`config.mk`:
```
export PLATFORM = sky130hd
export DESIGN_NAME = decoder3_8_pulse
export DESIGN_NICKNAME = d
export VERILOG_FILES = /design/src/rtl/decoder3_8_pulse_pkg.sv /design/src/rtl/decoder3_8_pulse_hold_counter.sv /design/src/rtl/decoder3_8_pulse.sv
export SDC_FILE = /design/constraint.sdc
export NUM_CORES = 1
export LEC_CHECK = 0
export BUFFER_PORTS_ARGS = -buffer_cell sky130_fd_sc_hd__buf_2
export CAP_MARGIN = 20
export CELL_PAD_IN_SITES_DETAIL_PLACEMENT = 1
export CELL_PAD_IN_SITES_GLOBAL_PLACEMENT = 1
export CORE_MARGIN = 5
export CORE_UTILIZATION = 36
export DETAILED_ROUTE_END_ITERATION = 7
export GPL_ROUTABILITY_DRIVEN = 1
export PLACE_DENSITY = 0.83
export SLEW_MARGIN = 20
export SYNTH_ARGS = -nofsm -noshare
export SYNTH_HDL_FRONTEND = slang
export SYNTH_SLANG_ARGS = --single-unit
```
`constraint.sdc`:
```
create_clock -name clk -period 1.4 [get_ports clk]
set_clock_uncertainty 0.1 [all_clocks]
set_input_delay 0.07 -clock clk [delete_from_list [all_inputs] [get_ports clk]]
set_output_delay 0.07 -clock clk [all_outputs]
set_load 0.005 [all_outputs]
```
`src/rtl/decoder3_8_pulse_pkg.sv`:
```
// ============================================================================
// decoder3_8_pulse_pkg : state encoding and widths for decoder3_8_pulse
// Revision: 1.0
// ============================================================================
`default_nettype none

package decoder3_8_pulse_pkg;

   localparam int ONEHOT8 = 8;

   typedef enum logic [1:0] {
      IDLE = 2'd0,
      HOLD = 2'd1,
      SCAN = 2'd2
   } dec_state_t;

endpackage

`default_nettype wire

```
`src/rtl/decoder3_8_pulse_hold_counter.sv`:
```
// ============================================================================
// decoder3_8_pulse_hold_counter : loadable down-counter with zero flag
// Revision: 1.0
// ============================================================================
`default_nettype none

module decoder3_8_pulse_hold_counter #(
   parameter int HOLD_W = 4
) (
   input  logic              clk,
   input  logic              rst,
   input  logic              load,
   input  logic [HOLD_W-1:0] load_val,
   input  logic              en,
   output logic [HOLD_W-1:0] count,
   output logic              zero
);

   logic [HOLD_W-1:0] count_q;
   logic [HOLD_W-1:0] count_d;

   // Load wins over decrement; the counter parks at zero rather than wrapping.
   always_comb begin
      count_d = count_q;
      if (load) begin
         count_d = load_val;
      end else if (en && (count_q != '0)) begin
         count_d = count_q - HOLD_W'(1);
      end
   end

   always_ff @(posedge clk) begin
      if (rst) begin
         count_q <= '0;
      end else begin
         count_q <= count_d;
      end
   end

   assign count = count_q;
   assign zero  = (count_q == '0);

endmodule

`default_nettype wire

```
`src/rtl/decoder3_8_pulse.sv`:
```
// ============================================================================
// decoder3_8_pulse : registered 3-to-8 decoder with timed one-hot pulse and scan
// Revision: 1.0
// ============================================================================
`default_nettype none

module decoder3_8_pulse
   import decoder3_8_pulse_pkg::*;
#(
   parameter int HOLD_W = 4
) (
   input  logic               clk,
   input  logic               rst,
   input  logic               in_valid,
   output logic               in_ready,
   input  logic [2:0]         in_code,
   input  logic [HOLD_W-1:0]  hold,
   input  logic               scan_en,
   output logic [ONEHOT8-1:0] out,
   output logic               busy,
   output logic               done
);

   localparam logic [ONEHOT8-1:0] ONE_LSB = {{(ONEHOT8-1){1'b0}}, 1'b1};

   dec_state_t         state_q, state_d;
   logic [ONEHOT8-1:0] out_q, out_d;
   logic               done_q, done_d;
   logic [2:0]         scan_ptr_q, scan_ptr_d;

   logic               cnt_load;
   logic               cnt_en;
   logic [HOLD_W-1:0]  cnt_load_val;
   logic [HOLD_W-1:0]  cnt_count;
   logic               cnt_zero;

   // hold=0 behaves as a one-cycle pulse, so the reload value saturates at 0.
   assign cnt_load_val = (hold == '0) ? '0 : (hold - HOLD_W'(1));

   decoder3_8_pulse_hold_counter #(
      .HOLD_W (HOLD_W)
   ) u_hold_counter (
      .clk      (clk),
      .rst      (rst),
      .load     (cnt_load),
      .load_val (cnt_load_val),
      .en       (cnt_en),
      .count    (cnt_count),
      .zero     (cnt_zero)
   );

   always_comb begin
      state_d    = state_q;
      out_d      = out_q;
      done_d     = 1'b0;
      scan_ptr_d = scan_ptr_q;
      cnt_load   = 1'b0;
      cnt_en     = 1'b0;
      unique case (state_q)
         IDLE: begin
            if (in_valid) begin
               out_d    = ONE_LSB << in_code;
               cnt_load = 1'b1;
               state_d  = HOLD;
            end else if (scan_en) begin
               out_d    = ONE_LSB << scan_ptr_q;
               cnt_load = 1'b1;
               state_d  = SCAN;
            end
         end
         HOLD, SCAN: begin
            if (!cnt_zero) begin
               cnt_en = 1'b1;
            end else begin
               out_d   = '0;
               done_d  = 1'b1;
               state_d = IDLE;
               if (state_q == SCAN) begin
                  scan_ptr_d = scan_ptr_q + 3'd1;
               end
            end
         end
         default: begin
            out_d   = '0;
            state_d = IDLE;
         end
      endcase
   end

   always_ff @(posedge clk) begin
      if (rst) begin
         state_q    <= IDLE;
         out_q      <= '0;
         done_q     <= 1'b0;
         scan_ptr_q <= 3'd0;
      end else begin
         state_q    <= state_d;
         out_q      <= out_d;
         done_q     <= done_d;
         scan_ptr_q <= scan_ptr_d;
      end
   end

   assign in_ready = (state_q == IDLE);
   assign busy     = (state_q != IDLE);
   assign out      = out_q;
   assign done     = done_q;

endmodule

`default_nettype wire

```
==> impl_metrics.tcl <==
set metrics [dict create \
    status "complete, but fails checks" \
    violations "setup timing" \
    cp-start-kind "flip-flop" \
    grt_max_degree 16 \
    grt_util_met2 0.319 \
    relSlewSlack 0.752 \
    drc_errors 0 \
    cts_buffers 3 \
    cp_max_fo 8 \
    core_area_mm2 0.00298 \
    cts_tree "yes" \
    synth.cell_area_mm2 0.00109 \
    max_freq_ghz 0.650 \
    grtUsageTotal 0.151 \
    drt-pass1-iter-count 3 \
    switching_share 0.365 \
    ys_types 42 \
    fin_area_mm2 0.00148 \
    synthXorXnorAreaFrac 0.00804 \
    min_period_ps 1540 \
    r2r_setup_slack_ps -140 \
    gp_congestion 0.824 \
    place_ws_ps -162 \
    maxCapViolations 0 \
    ant_nets 0 \
    yosysSeqAreaShare 0.331 \
    clkTransAtPathRegs_ps 110 \
    slew_violations 0 \
    min_path_type "in -> reg" \
    syn_avg_cell_area_um2 9.39 \
    synth-async-reset-ratio 0 \
    busiest_layer "met2" \
    p_clk_frac 0.154 \
    antenna_found_initial 0 \
    dpl_cell_area_mm2 0.00134 \
    post_drt_wl_per_cell_um 16.4 \
    p_sw_uw 775 \
    fp.dieW_um 65.0 \
    ys_seq_elements 18 \
    yosys_warnings 0 \
    final_cells 188 \
    end_kind "flip-flop" \
    synth_compound_area_frac 0.192 \
    dieHeight_um 65.0 \
    dp_hpwl_um 2360 \
    synth-edff-count 0 \
    whs_path_depth 2 \
    port_buffers 21 \
    hold_viol_final 0 \
    via_per_inst 5.54 \
    grt-ovfl-total 0 \
    areaGrowthSynthToFinish_pct 35.9 \
    syn_nets 131 \
    totalWireLength_um 3080 \
    p_int_uw 1350 \
    finalNetCount 171 \
    setup_viol 16 \
    clock_sinks 18 \
    worstSetupPathType "reg -> reg" \
    pwr-share-seq 0.309 \
    diodes 0 \
    boundaryPins 22 \
    grt_pass1_wl_um 4950 \
    vias 1042 \
    grtUsageMet3 0.0381 \
    drive_above_1_share 0.439 \
    syn_inst 116 \
    post_synth_fa_ha_maj_area_fraction 0.0459 \
    worstMarginPinSlew_ps 362 \
    p_comb_frac 0.537 \
    die_area_mm2 0.00423 \
    rsz0062_at_grt "true" \
    fin_ws_ps -138 \
    cp_cell_sequence "inv_2 > ha_4 > nor3b_4 > o22ai_4 > buf_12 > mux2i_1" \
    cellPowerDensity_mw_per_mm2 1430 \
    leakage_uw 0.000617 \
    grt_pass1_vias 1111 \
    arrival_ps 1620 \
    slowest_delay_ps 340 \
    cts_buffer_depth 2 \
    htree_levels 1 \
    post-route-period-util 1.10 \
    start_util 0.366 \
    rows 20 \
    cp.required_ps 1480 \
    synthSimpleGateAreaFrac 0.259 \
    dp.cells 177 \
    crit_slowest_cell "dfxtp_2" \
    synth_ff_type "dfxtp_1" \
    synth_top_family_by_area "simple AND/OR/NAND/NOR gates" \
    reg2regPathDepth 6 \
    vdd_drop_max_v 0.000598 \
    drt-initial-drc-count 25 \
    synth_mux_area_frac 0.125 \
    cts_root_buffer "clkbuf_4" \
    use_met1 0.140 \
    worstSkewPairLatency_ps 290 \
]
-- power by group through the flow --
stage	logic [uW]	registers (uW)	clock network, uW
2_1_floorplan	610	655	0
3_3_place_gp	931	651	0
3_5_place_dp	988	659	0
4_1_cts	1060	655	341
5_1_grt	1220	666	368
6_report	1140	656	326
-- logic make-up (layout without fill, tap and decap cells) --
kind of cell | Yosys count | in the layout
buf+inv | 11 | 50
xor+xnor | 1 | 1
compound gates | 25 | 25
simple gates | 44 | 44
mux | 13 | 13
flops | 18 | 18
fa+ha+maj | 4 | 4
-- cell usage after synthesis, types with 2 or more instances --
cell type   n  share of area
nor3b_1     2          0.014
o21a_1      3          0.021
nor3_1      4          0.018
nand4_1     2          0.011
o21ai_0     3          0.014
nand2b_1    2          0.011
dfxtp_1    18           0.33
nor2b_1     2          0.011
and3b_1     3          0.024
inv_1       6          0.021
clkbuf_1    3          0.010
and3_1      2          0.011
o211ai_1    8          0.055
ha_1        4          0.046
nor2_1      5          0.017
mux2i_1    11           0.10
nand2_1    13          0.045
-- registers in the layout, summed over array words and instances (netlist names) --
| register | count |
|---|---|
| state_q | 2 |
| done | 1 |
| u_hold_counter.count | 4 |
| out | 8 |
| scan_ptr_q | 3 |
-- critical path, delay by kind of cell, from the launching register on --
kind / cells / cell delay (ps)
simple gates: 1 / 340
flops: 1 / 340
buf+inv: 2 / 240
compound gates: 1 / 120
mux: 1 / 120
fa+ha+maj: 1 / 160
-- metrics by stage --
step / TNS, ps / power, uW / util / hold slack (ps)
after floorplan: -25.9 / 1260 / - / 138
after global placement: -247 / 1580 / 0.451 / 277
after detailed placement: -1040 / 1650 / 0.451 / 305
after CTS: -852 / 2060 / 0.484 / 3.71
after global routing: -2450 / 2260 / 0.497 / 22.3
final: -1690 / 2120 / 0.497 / 5.57
-- layout make-up --
class | instances | area (um^2)
Multi-Input combinational cell | 87 | 747
Tap cell | 33 | 41.3
Fill cell | 351 | 1500
Sequential cell | 18 | 365
Timing Repair Buffer | 39 | 265
Clock buffer | 4 | 36.3
Inverter | 7 | 26.3
-- cells in the final DEF, fill, tap and decap left out, types with 2 or more instances in the layout --
cell / count
ha_4: 2
buf_2: 21
dfxtp_2: 4
o21ai_0: 2
inv_1: 2
o21a_1: 3
and3_1: 2
o211ai_1: 8
buf_6: 2
nand4_1: 2
nor2_1: 5
dfxtp_1: 14
and3b_1: 3
inv_2: 5
clkbuf_4: 3
nand2b_1: 2
buf_4: 13
mux2i_1: 11
nor3b_1: 2
dlygate4sd3_1: 2
nand2_1: 12
nor2b_1: 2
nor3_1: 4
-- final timing paths --
check                                  startpoint                 endpoint
min                                           rst  state_q[1]$_SDFFE_PP0P_
max reg2reg  u_hold_counter.count[0]$_SDFFE_PP0P_      out[1]$_SDFFE_PP0P_
min reg2reg                   out[6]$_SDFFE_PP0P_      out[6]$_SDFFE_PP0P_
max          u_hold_counter.count[0]$_SDFFE_PP0P_      out[1]$_SDFFE_PP0P_
-- per-layer routing --
layer  vias to the layer above  part of all wire
li1                        508                 -
met1                       505              0.36
met2                        23              0.58
met3                         6             0.044
met4                         0             0.014
met5                         -                 0
-- timing repair --
| item | CTS | global route |
|---|---|---|
| endpoints found under the setup margin | 15 | 16 |
| buffers inserted | 4 | 3 |
| pin swaps | 4 | 6 |
| hold buffers | 2 | 0 |
| resized for setup | 10 | 5 |
| endpoints found under the hold margin | 2 | 0 |
(Power assumes the default switching activity.)
